===== config.mk =====
export PLATFORM = sky130hd
export DESIGN_NAME = trigger_matrix_flat
export DESIGN_NICKNAME = d
export VERILOG_FILES = /design/src/rtl/trigger_matrix_if.sv /design/src/rtl/trigger_matrix.sv /design/src/flat_wrapper.sv
export SDC_FILE = /design/constraint.sdc
export NUM_CORES = 1
export LEC_CHECK = 0
export ABC_AREA = 1
export ABC_CLOCK_PERIOD_IN_PS = 2400
export BUFFER_PORTS_ARGS = -buffer_cell sky130_fd_sc_hd__buf_2
export CORE_ASPECT_RATIO = 0.7
export CORE_MARGIN = 2
export CORE_UTILIZATION = 50
export CTS_BUF_LIST = sky130_fd_sc_hd__clkbuf_2 sky130_fd_sc_hd__clkbuf_4 sky130_fd_sc_hd__clkbuf_8
export CTS_CLUSTER_SIZE = 24
export DETAILED_ROUTE_END_ITERATION = 7
export PLACE_DENSITY = 0.8
export SLEW_MARGIN = 20
export SYNTH_ARGS = -nofsm -noshare
export SYNTH_HDL_FRONTEND = slang
export SYNTH_SLANG_ARGS = --single-unit

===== constraint.sdc =====
create_clock -name clk -period 2.4 [get_ports clk]
set_input_delay 0.24 -clock clk [delete_from_list [all_inputs] [get_ports clk]]
set_output_delay 0.24 -clock clk [all_outputs]
set_load 0.02 [all_outputs]

===== src/rtl/trigger_matrix_if.sv =====
// ---------------------------------------------------------------------------
// trigger_matrix_if
// Control-bus bundle for the trigger matrix register file.
//   ctrl_write      : single-cycle register write strobe
//   ctrl_address    : 4-bit register address
//   ctrl_writedata  : 32-bit register write data
// The master modport drives the bus; the slave modport is the matrix side.
// ---------------------------------------------------------------------------
interface trigger_matrix_if;
  logic        ctrl_write;
  logic [3:0]  ctrl_address;
  logic [31:0] ctrl_writedata;

  modport master (
    output ctrl_write,
    output ctrl_address,
    output ctrl_writedata
  );

  modport slave (
    input ctrl_write,
    input ctrl_address,
    input ctrl_writedata
  );
endinterface


===== src/rtl/trigger_matrix.sv =====
// ---------------------------------------------------------------------------
// trigger_matrix
// Routes NSRC trigger sources to NDST trigger sinks. Each sink has a
// programmable source mask, a fixed-priority arbiter (lowest source index
// wins), a holdoff dead-time window, and saturating forwarded/dropped
// trigger counters.
//
// Ports:
//   clk         : system clock
//   reset_n     : asynchronous active-low reset
//   sync        : clock enable for all trigger state
//   ctrl        : control bus (slave modport of trigger_matrix_if)
//                   addr d      -> mask[d]    = writedata[NSRC-1:0]
//                   addr 8+d    -> holdoff[d] = writedata[HOLD_W-1:0]
//                   addr 15 b0  -> counter clear pulse
//   src_trg     : NSRC packed source words, source i at [i*W +: W]
//   dst_trg     : NDST packed sink words, same packing
//   trg_count   : NDST packed forwarded-trigger counters
//   drop_count  : NDST packed dropped-trigger counters
// ---------------------------------------------------------------------------
module trigger_matrix #(
  parameter int NSRC   = 6,
  parameter int NDST   = 3,
  parameter int W      = 5,
  parameter int HOLD_W = 16,
  parameter int CNT_W  = 32
) (
  input  logic                    clk,
  input  logic                    reset_n,
  input  logic                    sync,
  trigger_matrix_if.slave         ctrl,
  input  logic [NSRC*W-1:0]       src_trg,
  output logic [NDST*W-1:0]       dst_trg,
  output logic [NDST*CNT_W-1:0]   trg_count,
  output logic [NDST*CNT_W-1:0]   drop_count
);

  typedef enum logic {
    S_IDLE,
    S_HOLD
  } sinkState_t;

  logic r_clear;
  logic w_unused;

  // Only the low data bits are decoded; folding the whole bus here keeps
  // the remaining bits visibly accounted for.
  assign w_unused = ^ctrl.ctrl_writedata;

  // Counter clear is captured as a one-cycle pulse so counters zero on the
  // edge after the write, independent of sync.
  always_ff @(posedge clk or negedge reset_n) begin
    if (!reset_n) begin
      r_clear <= 1'b0;
    end else begin
      r_clear <= ctrl.ctrl_write && (ctrl.ctrl_address == 4'd15) &&
                 ctrl.ctrl_writedata[0];
    end
  end

  for (genvar d = 0; d < NDST; d++) begin : g_sink
    logic [NSRC-1:0]   r_mask;
    logic [HOLD_W-1:0] r_holdoff;
    sinkState_t        r_state;
    sinkState_t        w_stateNext;
    logic [HOLD_W-1:0] r_hold;
    logic [HOLD_W-1:0] w_holdNext;
    logic [W-1:0]      r_dst;
    logic [W-1:0]      w_dstNext;
    logic [CNT_W-1:0]  r_trgCnt;
    logic [CNT_W-1:0]  r_dropCnt;
    logic              w_trgInc;
    logic              w_dropInc;
    logic [NSRC-1:0]   w_cand;
    logic [W-1:0]      w_sel;
    logic              w_any;
    logic              w_multi;

    // Per-sink configuration registers; writes ignore sync.
    always_ff @(posedge clk or negedge reset_n) begin
      if (!reset_n) begin
        r_mask    <= '0;
        r_holdoff <= '0;
      end else if (ctrl.ctrl_write) begin
        if (ctrl.ctrl_address == 4'(d)) begin
          r_mask <= ctrl.ctrl_writedata[NSRC-1:0];
        end
        if (ctrl.ctrl_address == 4'(8 + d)) begin
          r_holdoff <= ctrl.ctrl_writedata[HOLD_W-1:0];
        end
      end
    end

    // Candidate set and priority select. Scanning from the top down lets
    // the lowest-index candidate overwrite everything above it.
    always_comb begin
      w_cand = '0;
      w_sel  = '0;
      for (int i = NSRC - 1; i >= 0; i--) begin
        w_cand[i] = r_mask[i] && (src_trg[i*W +: W] != '0);
        if (w_cand[i]) begin
          w_sel = src_trg[i*W +: W];
        end
      end
    end

    assign w_any   = |w_cand;
    // More than one bit set: clearing the lowest set bit leaves something.
    assign w_multi = (w_cand & (w_cand - NSRC'(1))) != '0;

    // Next-state logic: forwarding in IDLE, dead-time countdown in HOLD.
    always_comb begin
      w_stateNext = r_state;
      w_holdNext  = r_hold;
      w_dstNext   = r_dst;
      w_trgInc    = 1'b0;
      w_dropInc   = 1'b0;
      if (sync) begin
        case (r_state)
          S_IDLE: begin
            w_dstNext = '0;
            if (w_any) begin
              w_dstNext = w_sel;
              w_trgInc  = 1'b1;
              w_dropInc = w_multi;
              if (r_holdoff != '0) begin
                w_holdNext  = r_holdoff;
                w_stateNext = S_HOLD;
              end
            end
          end
          S_HOLD: begin
            w_dstNext  = '0;
            w_holdNext = r_hold - HOLD_W'(1);
            w_dropInc  = w_any;
            if (r_hold <= HOLD_W'(1)) begin
              w_holdNext  = '0;
              w_stateNext = S_IDLE;
            end
          end
          default: begin
            w_dstNext   = '0;
            w_holdNext  = '0;
            w_stateNext = S_IDLE;
          end
        endcase
      end
    end

    // Sink state register.
    always_ff @(posedge clk or negedge reset_n) begin
      if (!reset_n) begin
        r_state <= S_IDLE;
        r_hold  <= '0;
        r_dst   <= '0;
      end else begin
        r_state <= w_stateNext;
        r_hold  <= w_holdNext;
        r_dst   <= w_dstNext;
      end
    end

    // Saturating statistics counters; clear takes priority over increment.
    always_ff @(posedge clk or negedge reset_n) begin
      if (!reset_n) begin
        r_trgCnt  <= '0;
        r_dropCnt <= '0;
      end else if (r_clear) begin
        r_trgCnt  <= '0;
        r_dropCnt <= '0;
      end else begin
        if (w_trgInc && (r_trgCnt != '1)) begin
          r_trgCnt <= r_trgCnt + CNT_W'(1);
        end
        if (w_dropInc && (r_dropCnt != '1)) begin
          r_dropCnt <= r_dropCnt + CNT_W'(1);
        end
      end
    end

    assign dst_trg[d*W +: W]        = r_dst;
    assign trg_count[d*CNT_W +: CNT_W]  = r_trgCnt;
    assign drop_count[d*CNT_W +: CNT_W] = r_dropCnt;
  end

endmodule


===== src/flat_wrapper.sv =====
// flat-port wrapper written by rule: the top's interface ports become plain ports
module trigger_matrix_flat 
#(
  parameter int NSRC   = 6,
  parameter int NDST   = 3,
  parameter int W      = 5,
  parameter int HOLD_W = 16,
  parameter int CNT_W  = 32
)
  (clk, reset_n, sync, src_trg, dst_trg, trg_count, drop_count, ctrl_ctrl_write, ctrl_ctrl_address, ctrl_ctrl_writedata);
  trigger_matrix_if ctrl_i ();
  input  logic clk;
  input  logic reset_n;
  input  logic sync;
  input  logic [NSRC*W-1:0] src_trg;
  output logic [NDST*W-1:0] dst_trg;
  output logic [NDST*CNT_W-1:0] trg_count;
  output logic [NDST*CNT_W-1:0] drop_count;
  input wire logic [$bits(ctrl_i.ctrl_write)-1:0] ctrl_ctrl_write;
  input wire logic [$bits(ctrl_i.ctrl_address)-1:0] ctrl_ctrl_address;
  input wire logic [$bits(ctrl_i.ctrl_writedata)-1:0] ctrl_ctrl_writedata;
  assign ctrl_i.ctrl_write = ctrl_ctrl_write;
  assign ctrl_i.ctrl_address = ctrl_ctrl_address;
  assign ctrl_i.ctrl_writedata = ctrl_ctrl_writedata;
  trigger_matrix #(.NSRC(NSRC), .NDST(NDST), .W(W), .HOLD_W(HOLD_W), .CNT_W(CNT_W)) u_core (.clk(clk), .reset_n(reset_n), .sync(sync), .ctrl(ctrl_i), .src_trg(src_trg), .dst_trg(dst_trg), .trg_count(trg_count), .drop_count(drop_count));
endmodule

# After elaboration in Yosys (flattened, before gate mapping)
# Index checks and enable logic that the tools add are counted.
# classes
addsub	12
order_cmp	3
eq_ne	18
n_mux	78
n_bitwise	6
reduce_logical	57
# op_table
cell	n
32-bit 2-to-1 mux	12
32-bit by 1-bit adder with 32-bit output (second input constant)	6
32-bit inequality test (second input constant)	6
16-bit 2-to-1 mux	9
5-bit 2-to-1 mux	21
16-bit case mux with 2 select lines	3
16-bit by 1-bit <= comparator with 1-bit output (second input constant)	3
16-bit nonzero test	3
16-bit by 1-bit subtractor with 16-bit output (second input constant)	3
5-bit case mux with 2 select lines	3
5-bit nonzero test	6
1-bit logical AND	26
1-bit 2-to-1 mux	24
6-bit bitwise AND	3
6-bit nonzero test	3
6-bit OR reduction	3
6-bit by 1-bit subtractor with 6-bit output (second input constant)	3
4-bit equality test (second input constant)	4
2-bit by 1-bit inequality test with 1-bit output (second input constant)	6
1-bit case mux with 2 select lines	6
2-bit AND reduction	6
2-bit nonzero test	6
3-bit AND reduction	3
4-bit by 1-bit equality test with 1-bit output (second input constant)	1
3 further kinds	5
# totals
regBits	325
inputBits	70
output_inout_bits	207
word_cells	196

# Longest topological paths before layout
# depth
depth_word	11
ltp_mapped	14
mapped_depth_nobuf	12

# Least setup slack after synthesis
# Ideal clock, no wire load.
# synth_path
path_kind	reg2reg
start	reg u_core.g_sink[2].r_dropCnt[0]
end	reg u_core.g_sink[2].r_dropCnt[2]
setup_time_ns	0.117
arrival_time_ns	1.958
t_required_ns	2.283
slack_ns	0.325
path_stages_with_launch	14
path_buffers	1
period_less_slack_ns	2.075
path_cell_list	dfrtp_1 > ha_1 > nand2_1 > nor3_2 > inv_2 > nor2_4 > inv_2 > nor2_2 > nand2_1 > nand3_2 > nand2_4 > buf_6 > nand2_1 > nand2_1
# synth_via
elab_chain_len	3
word_cells_on_any_way	6
classes_between	add/sub: 1; eq/ne: 1; mux: 2; reduce/logical: 2
# synth_rtl
element	line	text
start: declaration	trigger_matrix.sv:71	logic [CNT_W-1:0] r_dropCnt;
start signal: assignment	trigger_matrix.sv:176	r_dropCnt <= r_dropCnt + CNT_W'(1);
32-bit by 1-bit adder with 32-bit output / 32-bit inequality test (equally long branches)	trigger_matrix.sv:176, trigger_matrix.sv:175	
32-bit 2-to-1 mux / 1-bit logical AND (equally long branches)	trigger_matrix.sv:175	if (w_dropInc && (r_dropCnt != '1)) begin
32-bit 2-to-1 mux / 2-bit nonzero test (equally long branches)	-	
# Several ways; a longest one is shown, not always the timed one. The select of a mux whose other input is x is not followed.
# A chain may end at the register's enable or synchronous reset.

# Worst setup path in the final report
# layout_path
start	reg u_core.g_sink[0].r_dropCnt[1]
end	reg u_core.g_sink[0].r_dropCnt[13]
# layout_via
elab_chain_len	3
word_cells_on_any_way	6
classes_between	add/sub: 1; eq/ne: 1; mux: 2; reduce/logical: 2
# layout_rtl
element	line
start: declaration	trigger_matrix.sv:71
start signal: assignment	trigger_matrix.sv:176
32-bit by 1-bit adder with 32-bit output / 32-bit inequality test (equally long branches)	trigger_matrix.sv:176, trigger_matrix.sv:175
32-bit 2-to-1 mux / 1-bit logical AND (equally long branches)	trigger_matrix.sv:175
32-bit 2-to-1 mux / 2-bit nonzero test (equally long branches)	-
# Several ways; a longest one is shown, not always the timed one. The select of a mux whose other input is x is not followed.

==> summary.md <==
• built — clock tree from TritonCTS
• 11.3 mW — cell internal power dissipation
• register — Worst Setup End Kind
• 175 um — die height
• 277 — count of pins on the block boundary
• 28.9% — global-route total usage across every layer
• 31.5% — Slew headroom
• 103 mm — wire length of the first global-routing pass
• nand2_1 — leading cell type in the layout, fill and taps excluded
• 38.7% — sequential share of the synthesized area
• 46.9 mm — half-perimeter wire length of the detailed placement result
• 0 — EDFF count, synth
• 93.4% — final period utilization
• 0% — share of synthesized area spent on multiplexers
• 5.46 — via/cell ratio
• 325 — synthesized flop and latch total
• 3,745 — Placed Cells incl. Taps
• 100% — share of async-settable or async-resettable flops after synthesis
• 3,352 — net count of the finished layout
• 36.7% — switching part of the total power
• 7.97% — fraction of synthesized cell area in xor and xnor cells
• 43.1% — met1 Resource Use GR
• 6.18% — global-route met3 utilization
• 62 — cell row count
• 731 mW/mm^2 — power density of the placed cells
• 59.4% — final core utilization
• 47 — Unique masters post-synth
• 260 — total of buffers placed on input and output ports
• completed — result of the run
• 0 — # setup viols final
• 0 — Final Hold Violating Endpoints
• 2.77 ns — signal arrival time at the worst endpoint
• simple AND/OR/NAND/NOR gates — combinational family with the most area after synthesis
• 53 — cts bufs inserted
• 30.8% — clock group share of total power
• 20 — maximum fanout along the worst path
• 0.0210 mm^2 — cell area after synthesis
• register — crit start category
• 2 — H-Tree Level Count
• 249 um — DIE WIDTH
• 12.2 nW — Pleak
• 0.715% — post-synthesis share of cell area spent on full adders, half adders and majority gates
• 3,805 — number of fillers in the final layout
• 16.6% — area growth from synthesis to final layout
• 0.0285 ns — worst setup skew after layout
• met1 — gr busiest metal
• 0.0437 mm^2 — floorplan die area
• clkbuf_8 — CTS Root Buffer Type
• 325 — # clock sinks
• 2.24 ns — clock period minus worst slack
• 3,852 — final cell count without fillers
• 1.03 ns — worst-margin pin slew
• 37.9% — basic-gate share of the synthesized area counting and, or, nand and nor cells
• 0 — number of max-slew violations in the final report
• 0.00814 mm^2 — FF+latch area
• 0.0114 mm^2 — total area of multi-input combinational cells
• 0.0412 mm^2 — core area
• 0 — count of maximum capacitance violations
• 0.07 ns — clock slew at the register clock pins of the worst setup and hold paths
• nand2_1, nor2_1, dfrtp_1 — most used cells in the layout excluding fill and tap cells
• 16.6 um — post-DR wirelength/cell
• 0.60 ns — clock network latency to the later pin of the worst-skew pair
• 0.0508 ns — hold_ws
• reg -> reg — start-to-end type of the worst setup path
• 6 — number of detailed-routing iterations run before antenna repair
• 19.0k — vias in the first global route
• 29.1% — part of the total power dissipated in combinational logic
• 0.446 GHz — FMAX
• in -> reg — worst hold path type
• 16.1% — share of cells above drive strength 1
• 0 — number of antenna cells inserted
• 7.74% — synthesized-area fraction occupied by ao, oa, aoi and oai cells
• 1.02 — Final GP Congestion
• 2,972 — Syn Inst Count
• 88 — maximum number of pins on one net before global-route repair
• 2,339 — number of DRC markers in iteration 0
• 21.0k — routed via count
• 0 — DRC
• 0 — number of warning messages in the yosys log
• 0 — overflow left after global routing
• 41.7% — met2 usage in global routing
• 0 — Detail Route Antenna Nets
• 2.93 ns — Crit path required time
• 0 — initial antenna violation count
• 7.07 um^2 — syn_area_per_cell
• 17.9 mW — PnR Total Power
• 63.8 mm — Post-Route WL
• 51.0% — effective utilization at floorplan
• 455 uV — Max VDD drop
• 3,054 — Post-Synthesis Net Count
• 40.1% — part of the total power dissipated in sequential elements
• dfrtp_1 — most frequently used flop master after synthesis
• 3 — Longest Clk Path Bufs
• 6.56 mW — switching power of the nets
worst max-delay path, stage by stage (launching register included):
cell and delay (ns):
dfrtp_1 0.45, ha_2 0.26, nand2_1 0.14, inv_1 0.11
nand2_1 0.07, inv_1 0.06, nand2_1 0.14, nor2_2 0.18
nand4_1 0.14, nand3_2 0.13, buf_4 0.26, nand3_1 0.13
nand2_1 0.10
state kept, by name (all words and copies together), names as in the netlist:
signal	flops
u_core.g_sink.r_dropCnt	96
u_core.g_sink.r_dst	15
u_core.g_sink.r_hold	48
u_core.g_sink.r_holdoff	48
u_core.g_sink.r_mask	18
u_core.g_sink.r_state	3
u_core.g_sink.r_trgCnt	96
u_core.r_clear	1
through the flow:
stage / area [um^2] / setup slack, ns / TNS [ns]
final: 24500 / 0.158 / 0
after global placement: 23100 / 0.119 / 0
after CTS: 24400 / 0.0782 / 0
after floorplan: 21000 / 0.325 / 0
after detailed placement: 23100 / 0.0722 / 0
after global routing: 24500 / -0.0139 / -0.0139
layout make-up:
type | instances | share of cell area, %
clock inverter | 7 | 0.460
tap | 544 | 2.78
multi-input combinational | 2305 | 46.8
inverter | 241 | 3.72
sequential | 325 | 33.3
clock buffer | 86 | 4.50
timing repair buffer | 344 | 8.53
cell families after synthesis:
logic type / after synthesis
DFF: 325
AOI/OAI and AO/OA: 273
and+or+nand+nor: 1829
buffers and inverters: 342
xor gates and xnor gates: 191
adders and majority gates: 12
power groups by stage:
| stage | Clock (mW) | Sequential, mW | Combinational (mW) |
|---|---|---|---|
| 5_1_grt | 5.90 | 7.28 | 5.86 |
| 3_5_place_dp | 0 | 7.23 | 5.09 |
| 3_3_place_gp | 0 | 7.22 | 4.97 |
| 6_report | 5.52 | 7.18 | 5.20 |
| 4_1_cts | 5.64 | 7.14 | 5.13 |
| 2_1_floorplan | 0 | 7.28 | 3.41 |
Yosys cell counts, types with 7 or more instances:
cell type,instances,area [um^2]
nand2_1,892,3350
nor2_1,406,1520
dfrtp_1,325,8130
nand3_1,259,1300
inv_1,230,863
o21ai_0,145,726
xor2_1,138,1210
nor3_1,98,490
nand4_1,75,469
xnor2_1,53,464
clkbuf_1,50,188
o21ai_2,34,298
nor4_1,32,200
a21oi_1,30,150
buf_2,22,110
a22oi_1,16,120
buf_6,15,169
o21ai_1,15,75.1
nand2_2,14,87.6
nand2_4,13,146
ha_1,12,150
buf_4,11,82.6
o211ai_1,11,82.6
inv_2,9,33.8
nand3_2,9,90.1
nor3b_1,9,67.6
a31oi_1,7,43.8
o22ai_1,7,43.8
routing by layer:
metal | part of all wire [%] | wire (um)
met1 | 46 | 29300
met2 | 41 | 26100
met3 | 9.8 | 6270
met4 | 3.2 | 2060
met5 | 0 | 0
path summary, 6_finish.rpt:
path | from | slack, ns | to | cells past startpoint
max | u_core.g_sink[0].r_dropCnt[1] | 0.16 | u_core.g_sink[0].r_dropCnt[13] | 12
min reg2reg | u_core.g_sink[1].r_dst[2] | 0.47 | u_core.g_sink[1].r_dst[2] | 2
min | ctrl_ctrl_writedata[13] | 0.05 | u_core.g_sink[2].r_holdoff[13] | 3
max in group asynchronous | reset_n | 1.51 | u_core.g_sink[0].r_dst[0] | 3
max reg2reg | u_core.g_sink[0].r_dropCnt[1] | 0.16 | u_core.g_sink[0].r_dropCnt[13] | 12
min in group asynchronous | reset_n | 0.17 | u_core.g_sink[1].r_holdoff[12] | 2
timing repair:
| action | 4_1_cts | 5_1_grt |
|---|---|---|
| resized for setup | 0 | 14 |
| buffers inserted | 0 | 0 |
| endpoints found under the setup margin | 0 | 131 |
| hold buffers | 14 | 0 |
| endpoints found under the hold margin | 82 | 0 |
(Power assumes the default switching activity.)
